### config.mk
export PLATFORM = sky130hd
export DESIGN_NAME = reset_sequencer
export DESIGN_NICKNAME = d
export VERILOG_FILES = /design/src/rtl/rst_seq_pkg.sv /design/src/rtl/reset_sequencer_rst_sync.sv /design/src/rtl/reset_sequencer.sv
export SDC_FILE = /design/constraint.sdc
export NUM_CORES = 1
export LEC_CHECK = 0
export ABC_AREA = 1
export BUFFER_PORTS_ARGS = -buffer_cell sky130_fd_sc_hd__buf_2
export CORE_ASPECT_RATIO = 1.25
export CORE_MARGIN = 2
export CORE_UTILIZATION = 44
export CTS_BUF_LIST = sky130_fd_sc_hd__clkbuf_4 sky130_fd_sc_hd__clkbuf_8
export CTS_CLUSTER_SIZE = 8
export DETAILED_ROUTE_END_ITERATION = 7
export PLACE_DENSITY_LB_ADDON = 0.2
export SLEW_MARGIN = 5
export SYNTH_ARGS = -nofsm -noshare
export SYNTH_HDL_FRONTEND = slang
export SYNTH_SLANG_ARGS = --single-unit
export TNS_END_PERCENT = 1
### constraint.sdc
create_clock -name clk -period 2.2 [get_ports clk]
set_input_delay 0.11 -clock clk [delete_from_list [all_inputs] [get_ports clk]]
set_output_delay 0.11 -clock clk [all_outputs]
set_load 0.02 [all_outputs]
### src/rtl/rst_seq_pkg.sv
// Shared state encoding and default timing for the board reset sequencer.
// Imported by the sequencer, the wrapper and the bench.
package rst_seq_pkg;

    typedef enum logic [1:0] {
        RS_IDLE    = 2'd0,
        RS_STRETCH = 2'd1,
        RS_RELEASE = 2'd2,
        RS_RUN     = 2'd3
    } rs_state_e;

    localparam int RS_DEF_NUM_CH  = 4;
    localparam int RS_DEF_CNT_W   = 12;
    localparam int RS_DEF_STRETCH = 4095;
    localparam int RS_DEF_STEP    = 16;
    localparam int RS_DEF_SYNC    = 2;

    function automatic int rs_idx_w(input int n);
        return (n > 1) ? $clog2(n) : 1;
    endfunction

endpackage

### src/rtl/reset_sequencer_rst_sync.sv
// Reset synchroniser: asserts asynchronously, releases after STAGES clean edges.
// Reusable for any further reset domain hanging off the same board reset.
module rst_sync #(
    parameter int STAGES = 2
) (
    input  logic clk_i,
    input  logic arst_n_i,
    output logic rst_n_o
);

    logic [STAGES-1:0] chain_q;

    always_ff @(posedge clk_i or negedge arst_n_i) begin
        if (!arst_n_i) begin
            chain_q <= '0;
        end else begin
            chain_q <= {chain_q[STAGES-2:0], 1'b1};
        end
    end

    assign rst_n_o = chain_q[STAGES-1];

endmodule

### src/rtl/reset_sequencer.sv
// Reset sequencer: synchronise board reset, stretch it, then release
// NUM_CH reset domains in order, STEP cycles apart.
module reset_sequencer
    import rst_seq_pkg::*;
#(
    parameter int NUM_CH      = RS_DEF_NUM_CH,
    parameter int CNT_W       = RS_DEF_CNT_W,
    parameter int STRETCH     = RS_DEF_STRETCH,
    parameter int STEP        = RS_DEF_STEP,
    parameter int SYNC_STAGES = RS_DEF_SYNC
) (
    input  logic              clk,
    input  logic              ext_rst_n,
    input  logic              soft_rst_req,
    input  logic [NUM_CH-1:0] ch_hold,
    output logic [NUM_CH-1:0] rst_out_n,
    output logic              busy,
    output logic              done
);

    localparam int IDX_W = rs_idx_w(NUM_CH);

    localparam logic [CNT_W-1:0] STR_LAST =
        (STRETCH > 0) ? CNT_W'(STRETCH - 1) : '0;
    localparam logic [CNT_W-1:0] STEP_LAST =
        (STEP > 0) ? CNT_W'(STEP - 1) : '0;
    localparam logic [IDX_W-1:0] IDX_LAST = IDX_W'(NUM_CH - 1);

    rs_state_e         state_q, state_d;
    logic [CNT_W-1:0]  cnt_q, cnt_d;
    logic [IDX_W-1:0]  idx_q, idx_d;
    logic [NUM_CH-1:0] rel_q, rel_d;
    logic              sync_rst_n;

    rst_sync #(
        .STAGES (SYNC_STAGES)
    ) u_sync (
        .clk_i    (clk),
        .arst_n_i (ext_rst_n),
        .rst_n_o  (sync_rst_n)
    );

    always_comb begin
        state_d = state_q;
        cnt_d   = cnt_q;
        idx_d   = idx_q;
        rel_d   = rel_q;
        if (!sync_rst_n) begin
            state_d = RS_IDLE;
            cnt_d   = '0;
            idx_d   = '0;
            rel_d   = '0;
        end else if (soft_rst_req && state_q != RS_IDLE) begin
            // Restart wins over any release falling due this cycle.
            state_d = RS_STRETCH;
            cnt_d   = '0;
            idx_d   = '0;
            rel_d   = '0;
        end else begin
            unique case (state_q)
                RS_IDLE: begin
                    cnt_d   = '0;
                    idx_d   = '0;
                    state_d = (STRETCH == 0) ? RS_RELEASE : RS_STRETCH;
                end
                RS_STRETCH: begin
                    if (STRETCH == 0 || cnt_q == STR_LAST) begin
                        cnt_d   = '0;
                        idx_d   = '0;
                        state_d = RS_RELEASE;
                    end else begin
                        cnt_d = cnt_q + 1'b1;
                    end
                end
                RS_RELEASE: begin
                    if (STEP == 0) begin
                        rel_d   = '1;
                        cnt_d   = '0;
                        state_d = RS_RUN;
                    end else if (cnt_q == '0) begin
                        rel_d[idx_q] = 1'b1;
                        if (idx_q == IDX_LAST) begin
                            cnt_d   = '0;
                            state_d = RS_RUN;
                        end else begin
                            idx_d = idx_q + 1'b1;
                            cnt_d = (STEP_LAST == '0) ? '0 : CNT_W'(1);
                        end
                    end else begin
                        cnt_d = (cnt_q == STEP_LAST) ? '0 : cnt_q + 1'b1;
                    end
                end
                RS_RUN: begin
                    state_d = RS_RUN;
                end
                default: begin
                    state_d = RS_IDLE;
                end
            endcase
        end
    end

    always_ff @(posedge clk or negedge ext_rst_n) begin
        if (!ext_rst_n) begin
            state_q   <= RS_IDLE;
            cnt_q     <= '0;
            idx_q     <= '0;
            rel_q     <= '0;
            rst_out_n <= '0;
            busy      <= 1'b0;
            done      <= 1'b0;
        end else begin
            state_q   <= state_d;
            cnt_q     <= cnt_d;
            idx_q     <= idx_d;
            rel_q     <= rel_d;
            rst_out_n <= rel_d & ~ch_hold;
            busy      <= (state_d == RS_STRETCH) || (state_d == RS_RELEASE);
            done      <= (state_d == RS_RUN);
        end
    end

endmodule

Yosys cells after proc, flatten, opt, wreduce, memory -nomap -nowiden
Index checks and enable logic that the tools add are counted.
{ "totals": {"in_bits": 7, "reg_bits": 28, "wordCells": 60, "out_inout_bits": 6} }
{ "op_classes": {"add_sub_neg": 2, "n_lt_le_gt_ge": 2, "muxes": 25, "n_bitwise": 3, "eq_ne": 13, "n_reduce_logical": 7} }
{ "op_table": {"columns": ["operator", "count"], "rows": [
  ["12-bit 2-to-1 mux", 5],
  ["12-bit one-hot mux with 3 select lines", 1],
  ["2-bit 2-to-1 mux", 10],
  ["4-bit 2-to-1 mux", 4],
  ["12-bit by 1-bit adder with 12-bit output (second input constant)", 1],
  ["12-bit == test (second input constant)", 1],
  ["12-bit by 4-bit == test with 1-bit output (second input constant)", 1],
  ["12-bit logical NOT", 1],
  ["4-bit != test (second input constant)", 3],
  ["2-bit == test (second input constant)", 5],
  ["2-bit one-hot mux with 4 select lines", 1],
  ["2-bit one-hot mux with 3 select lines", 1],
  ["5-bit != test (second input constant)", 1],
  ["4-bit AND", 1],
  ["2-bit by 1-bit == test with 1-bit output (second input constant)", 2],
  ["4-bit NOT", 1],
  ["4-bit bitwise OR", 1],
  ["4-bit AND reduction", 1],
  ["2-bit by 3-bit < comparator with 1-bit output (second input constant)", 1],
  ["2-bit by 1-bit adder with 2-bit output (second input constant)", 1],
  ["1-bit demux with 2-bit select", 1],
  ["2-bit by 1-bit >= comparator with 1-bit output (second input constant)", 1],
  ["1-bit logical AND", 2],
  ["2-bit logical NOT", 1],
  ["other kinds (3)", 4]
]} }

Longest topological paths before layout
Gate-level depths: netlist of the first run.
{ "logic_depth": {"ltp_word": 10, "mapped_depth": 10, "mapped_depth_nobuf": 10} }

Cells and area by module
Synthesis of the first run repeated with hierarchy kept, for this count alone.
{ "hier_totals": {"hier_cells": 206, "hier_area_um2": 1649.1} }
{ "modules_own_cells": {"columns": ["mod", "n_inst", "seq_area_each_um2", "cells_each", "area_each_um2"], "rows": [
  ["reset_sequencer", 1, 650.6, 203, 1595.3],
  ["rst_sync", 1, 50.0, 3, 53.8]
]} }

Worst setup path after synthesis of the first run
Ideal clock, no wire load.
{ "synth_timing": {"kind": "register to register", "start": "register cnt_q[0]", "end": "register busy", "arrival_ps": 1556, "setup_ps": 126, "required_ps": 2074, "setup_slack_ps": 518, "period_less_slack_ps": 1682, "stages_incl_launch_ff": 11, "n_path_buf": 0, "cell_sequence": "dfrtp_1 > inv_1 > ha_1 > nor3b_2 > nand2_4 > nor2_4 > nand2_1 > nand2_1 > inv_1 > a21oi_2 > ha_1"} }
{ "synth_via": {"elab_chain_len": 7, "word_cells_on_any_way": 10, "classes_between": "eq/ne (3); mux (5); reduce/logical (2)"} }
{ "synth_lines": {"columns": ["element", "line", "source"], "rows": [
  ["from (decl)", "reset_sequencer.sv:30", "logic [CNT_W-1:0] cnt_q, cnt_d;"],
  ["from (signal assigned)", "reset_sequencer.sv:114", "cnt_q <= cnt_d;"],
  ["12-bit == test / 12-bit logical NOT (equally long branches)", "reset_sequencer.sv:67, reset_sequencer.sv:80", null],
  ["2-bit 2-to-1 mux (on tied branches)", "reset_sequencer.sv:67, reset_sequencer.sv:80", null],
  ["2-bit one-hot mux with 4 select lines *", "reset_sequencer.sv:60", "unique case (state_q)"],
  ["2-bit 2-to-1 mux *", "reset_sequencer.sv:53", "end else if (soft_rst_req && state_q != RS_IDLE) begin"],
  ["2-bit 2-to-1 mux *", "reset_sequencer.sv:48", "if (!sync_rst_n) begin"],
  ["named net state_d[0]", "reset_sequencer.sv:29", "rs_state_e state_q, state_d;"],
  ["2-bit by 1-bit == test with 1-bit output / 2-bit == test (equally long branches)", "reset_sequencer.sv:118", "busy <= (state_d == RS_STRETCH) || (state_d == RS_RELEASE);"],
  ["1-bit logical OR *", "reset_sequencer.sv:118", null],
  ["to (signal assigned)", "reset_sequencer.sv:118", null],
  ["to (decl)", "reset_sequencer.sv:17", "output logic busy,"]
]} }
The timed path passes the listed nets; every way through them passes the cells marked *.
A chain may end at the register's enable or synchronous reset.

Worst setup path after layout of the first run
Ends and elaborated chain as after synthesis.

==> out/metrics.cfg, run 1 <==
[timing]
fin_skew_ns = 0.005918
fin_setup_tns_ns = 0
setup_viol = 0
relSlewSlack = 0.5869
finalHoldViolations = 0
finalMaxSlewViolations = 0
period_share = 0.8299
finalCriticalPeriod_ns = 1.826
clock.fmax_ghz = 0.5477
tightest_slew_ns = 0.6197
rsz0062_at_grt = no

[routing]
wire_per_inst_um = 11.42
wirelength_um = 3436
detail_route.vias_per_cell = 4.648
wl_met1_um = 1542
dr_wl_met3_um = 67
top_layer_used = met4
drtAntennaViolNets = 0
num_vias = 1399
firstDrtPassIters = 4
wl_met2_um = 1782
first_iter_violations = 37
drc = 0

[synth]
syn_inst = 224
synth_area_mm2 = 0.001788
synth.net_count = 244
syn_avg_cell_area_um2 = 7.982
synth.ff_latch_count = 28
synth.distinct_cells = 31
ys_seq_area_frac = 0.3919
yosys_warnings = 0

[clock_tree]
htree_levels = 1
post-cts-setup-buffer-count = 0
numCtsBuffers = 3
clock_latency_ns = 0.28
post_cts_resized = 0
clkTransAtPathRegs_ns = 0.10
cts.hold.buffers_added = 5
cts_buffer_depth = 2
cts_tree = built
cts_sinks = 28
root_buffer = clkbuf_8

[die]
initial_core_util = 0.4647
die-area_mm2 = 0.004593
coreArea_mm2 = 0.003847
die_w_um = 61.02
die_h_um = 75.27
core.rowCount = 25
pin_count = 13

[outcome]
status = finished clean

[critical_path]
worstSetupStartpointType = register
endpoint_kind = register
crit_required_ns = 2.37
cp_cell_sequence = inv_1, ha_1, nor3b_2, nand2_4, nor2_4, nand2_1, nand2_1, inv_1, a21oi_2, ha_1
critPathMaxStageDelay_ns = 0.44
slowest_stage = dfrtp_1
cp.buffers_inverters = 2
critPathKind = register to register
critical-path-top-delay-family = simple AND/OR/NAND/NOR gates
worst_ep_arrival_time_ns = 2.00
r2r_slack_ns = 0.37
cp_max_fo = 6

[finish]
drive_gt1_frac = 0.2065
layout.cells.most_common = nand2_1
syn_to_final_growth_pct = 14.91
final_util = 0.5340
layout.cells.non_filler = 301
mostFrequentLayoutCells = 59 x nand2_1, 31 x inv_1, 28 x dfrtp_1
fin_nets = 268
diodes = 0

[global_route]
antenna_found_initial = 0
grt_pass1_vias = 1414
grt_max_degree = 29
grt.total_usage = 0.1767
grt-ovfl-total = 0
grt_pass1_wl_um = 6030

[worst_hold_path]
worstHoldPathType = primary input to register

[placed_design]
portBuffers = 12
gp_congestion = 0.8451
dpl.hpwl_um = 2679
placed_cells = 292

[job]
maxCapViolCount = 0

[power_and_ir_drop]
power.leakage_nw = 1.049
ir_worst_vdd_uv = 354.0
power.density_mw_per_mm2 = 501.1

-- cell usage after synthesis, drive strengths merged --
library cell,instances,area [um^2]
nand2,66,290.3
inv,35,131.4
dfrtp,28,700.7
nor2,26,122.6
nand3,15,95.09
a21oi,14,85.08
ha,13,162.7
nor3,6,56.31
o21ai,4,31.28
clkinv,3,12.51
nand4,3,18.77
a31oi,2,12.51
xor2,2,17.52
a211oi,1,7.510
a41oi,1,8.760
and3,1,6.260
buf,1,5.000
conb,1,3.750
nor3b,1,12.51
o21bai,1,7.510
-- cell type report --
type	instances	area, um^2
multi-input cells	157	938.4
flip-flops and latches	28	700.7
clock buffers	3	41.29
inverters	38	143.9
well taps	54	67.56
clock inverters	1	30.03
fillers	376	1793
repair buffers	20	132.6
-- metal layers --
| metal | up-vias | global-route usage |
|---|---|---|
| met3 | 4 | 0.02577 |
| met1 | 633 | 0.2144 |
| met5 | - | 0 |
| met4 | 0 | 0.06522 |
| li1 | 744 | - |
| met2 | 18 | 0.3130 |
-- power breakdown --
part | leakage [nW] | internal, W | switching, W
registers | 0.383 | 0.000520 | 0.00000434
clock network | 0.0357 | 0.000244 | 0.000169
logic | 0.630 | 0.0000318 | 0.0000608
total | 1.05 | 0.000795 | 0.000235
-- flip-flops by register name, indices dropped and copies added (netlist names) --
signal,count
rst_out_n,4
done,1
state_q,2
rel_q,4
cnt_q,12
idx_q,2
u_sync.chain_q,2
busy,1
-- kinds of logic after synthesis --
| family | Yosys count | share of synthesized area |
|---|---|---|
| other | 1 | 0.002097 |
| buffers and inverters | 39 | 0.08327 |
| xor gates and xnor gates | 2 | 0.009799 |
| and+or+nand+nor | 118 | 0.3366 |
| DFF | 28 | 0.3919 |
| AOI/OAI and AO/OA | 23 | 0.08538 |
| adders and majority gates | 13 | 0.09097 |
-- final timing paths --
check	depth (start not counted)	start	to
max in group asynchronous	2	ext_rst_n	cnt_q[0]$_DFFE_PN0N_
worst min-delay path	4	soft_rst_req	state_q[1]$_DFF_PN0_
worst max-delay path	10	cnt_q[0]$_DFFE_PN0N_	busy$_DFF_PN0_
worst min register to register	0	u_sync.chain_q[0]$_DFF_PN0_	u_sync.chain_q[1]$_DFF_PN0_
worst max register to register	10	cnt_q[0]$_DFFE_PN0N_	busy$_DFF_PN0_
min in group asynchronous	2	ext_rst_n	cnt_q[5]$_DFFE_PN0N_
-- metrics by stage --
| stage | hold WS (ns) | area [um^2] | total power, W | setup WS, ns |
|---|---|---|---|---|
| 3_5_place_dp | 0.1641 | 1933 | 0.0006212 | 0.3827 |
| 4_1_cts | 0.1499 | 2054 | 0.001037 | 0.3777 |
| 2_1_floorplan | -0.1856 | 1788 | 0.0005898 | 0.5180 |
| 5_1_grt | 0.1581 | 2054 | 0.001069 | 0.2114 |
| 6_report | 0.1393 | 2054 | 0.001030 | 0.3742 |
| 3_3_place_gp | 0.1631 | 1933 | 0.0006205 | 0.4410 |
-- worst min-delay path, delay by kind of cell --
family | cells | cell delay [ns]
buffers and inverters | 1 | 0.10
and+or+nand+nor | 3 | 0.17
Power figures use the tool's default switching activity.
==> run 2, diff against run 1 <==
==> constraint.sdc (replaced) <==
create_clock -name clk -period 1.75 [get_ports clk]
set_input_delay 0.0875 -clock clk [delete_from_list [all_inputs] [get_ports clk]]
set_output_delay 0.0875 -clock clk [all_outputs]
set_load 0.02 [all_outputs]
==> run 2 against run 1 <==
Clock-buffer cell count unchanged. Worst hold slack improved by 0.089 ns. Sequential share of layout area decreased by 2.0 points. Setup slack got worse by 0.29 ns. Final cell count increased by 5.0%. Register-to-register slack got worse by 0.29 ns. Clock skew decreased by 0.0015 ns. Flip-flop and latch count unchanged. Die area unchanged. Final area increased by 6.5%. Core utilization increased by 3.5 points.
==> out/metrics.cfg, run 2 (synthesis results as in run 1) <==
[finish]
mostFrequentLayoutCells = 58 x nand2_1, 29 x inv_1, 26 x dfrtp_1
largest_reg_flops = 12
diodes = 0
reg_top3 = cnt_q: 12 flops, rel_q: 4 flops, rst_out_n: 4 flops
syn_to_final_growth_pct = 22.39
drive_gt1_frac = 0.2748
fin_nets = 283
max_flop_register = cnt_q
final_util = 0.5688
layout.cells.most_common = nand2_1

[die]
initial_core_util = 0.4647
die_h_um = 75.27
pin_count = 13
core.rowCount = 25
die-area_mm2 = 0.004593
die_w_um = 61.02
coreArea_mm2 = 0.003847

[power_and_ir_drop]
power.density_mw_per_mm2 = 595.5
power_w = 0.001303
power.leakage_nw = 1.129
ir_worst_vdd_uv = 412.7

[critical_path]
worstSetupStartpointType = register
critPathKind = register to register
endpoint_kind = register
crit_required_ns = 1.92
worst_ep_arrival_time_ns = 1.84
cp_max_fo = 4

[routing]
wirelength_um = 3498
firstDrtPassIters = 4
drc = 0
first_iter_violations = 48
detail_route.vias_per_cell = 4.684
wire_per_inst_um = 11.07
drtAntennaViolNets = 0
num_vias = 1480

[clock_tree]
clkTransAtPathRegs_ns = 0.10
cts_tree = built
numCtsBuffers = 3
root_buffer = clkbuf_8
clock_latency_ns = 0.28
cts_sinks = 28
cts_buffer_depth = 2
htree_levels = 1

[job]
maxCapViolCount = 0

[timing]
setup_viol = 0
finalHoldViolations = 0
setup_ws_ns = 0.08024
finalMaxSlewViolations = 0
period_share = 0.9541
relSlewSlack = 0.5893
tightest_slew_ns = 0.6161
finalCriticalPeriod_ns = 1.670
rsz0062_at_grt = yes
clock.fmax_ghz = 0.5989
fin_skew_ns = 0.004383

[global_route]
grt_pass1_vias = 1387
grt.total_usage = 0.1734
grt-ovfl-total = 0
grt_max_degree = 29
grt_pass1_wl_um = 5920
antenna_found_initial = 0

[outcome]
status = finished clean

[placed_design]
pre_cts_ws_ns = 0.01896
portBuffers = 12
dpl.hpwl_um = 2682
gp_congestion = 0.9098

[worst_hold_path]
worstHoldPathType = primary input to register

==> run 2: cell count changes in the layout (fill, tap and decap cells not counted), sizes merged <==
cell / change
buf: +15
==> run 2: cell type report <==
cell class                      count  area (um^2)
Fill cell                         373         1659
Timing Repair Buffer               35        245.2
Clock inverter                      1        30.03
Multi-Input combinational cell    157        957.2
Tap cell                           54        67.56
Clock buffer                        3        41.29
Sequential cell                    28        703.2
Inverter                           38        143.9
==> run 2: stage by stage <==
stage	hold slack [ns]	cells	setup TNS (ns)	instance area (um^2)
floorplan	-0.2081	224	0	1788
global placement	0.1420	301	0	2001
detailed placement	0.1395	301	0	2001
CTS	0.1127	310	0	2128
global route	0.2617	316	-0.04912	2188
finish	0.2283	316	0	2188
==> run 2: layer usage <==
layer	share of wire	vias to the layer above	GRT usage	routed length, um
met1	0.45	687	0.2185	1585
met3	0.017	5	0.02062	61
met2	0.51	14	0.3047	1796
met4	0.015	0	0.05797	54
li1	-	774	-	-
met5	0	-	0	0
==> run 2: path summary, 6_finish.rpt <==
check                                                 start                          end  slack [ns]  cells past startpoint
worst min register to register  u_sync.chain_q[0]$_DFF_PN0_  u_sync.chain_q[1]$_DFF_PN0_        0.36                      0
worst max-delay path                   cnt_q[1]$_DFFE_PN0N_               busy$_DFF_PN0_        0.08                     10
max in group asynchronous                         ext_rst_n         cnt_q[1]$_DFFE_PN0N_        0.96                      2
worst max register to register         cnt_q[1]$_DFFE_PN0N_               busy$_DFF_PN0_        0.08                     10
worst min-delay path                           soft_rst_req         state_q[1]$_DFF_PN0_        0.23                      5
min in group asynchronous                         ext_rst_n         cnt_q[6]$_DFFE_PN0N_        0.36                      2
==> run 2: timing repair <==
action,CTS,global route
endpoints found under the hold margin,32,0
setup endpoints to repair,1,4
resized for setup,1,7
hold buffers,5,0
pin swaps,0,3
cloned,0,0
setup buffers,0,6
==> run 2: where the power goes <==
group / internal, W / leakage, nW / switching, W / total [W]
clock network: 0.000307 / 0.0357 / 0.000205 / 0.000512
registers: 0.000653 / 0.379 / 0.00000411 / 0.000657
logic: 0.0000530 / 0.714 / 0.0000811 / 0.000134
total: 0.00101 / 1.13 / 0.000291 / 0.00130
==> run 2: worst max-delay path: stages (launching register included) <==
cell and delay [ns]:
dfrtp_2 0.45, inv_2 0.06, ha_1 0.13, nor3b_4 0.23
nand2_4 0.08, nor2_4 0.09, nand2_2 0.05, nand2_1 0.05
inv_1 0.04, a21oi_2 0.14, ha_1 0.24
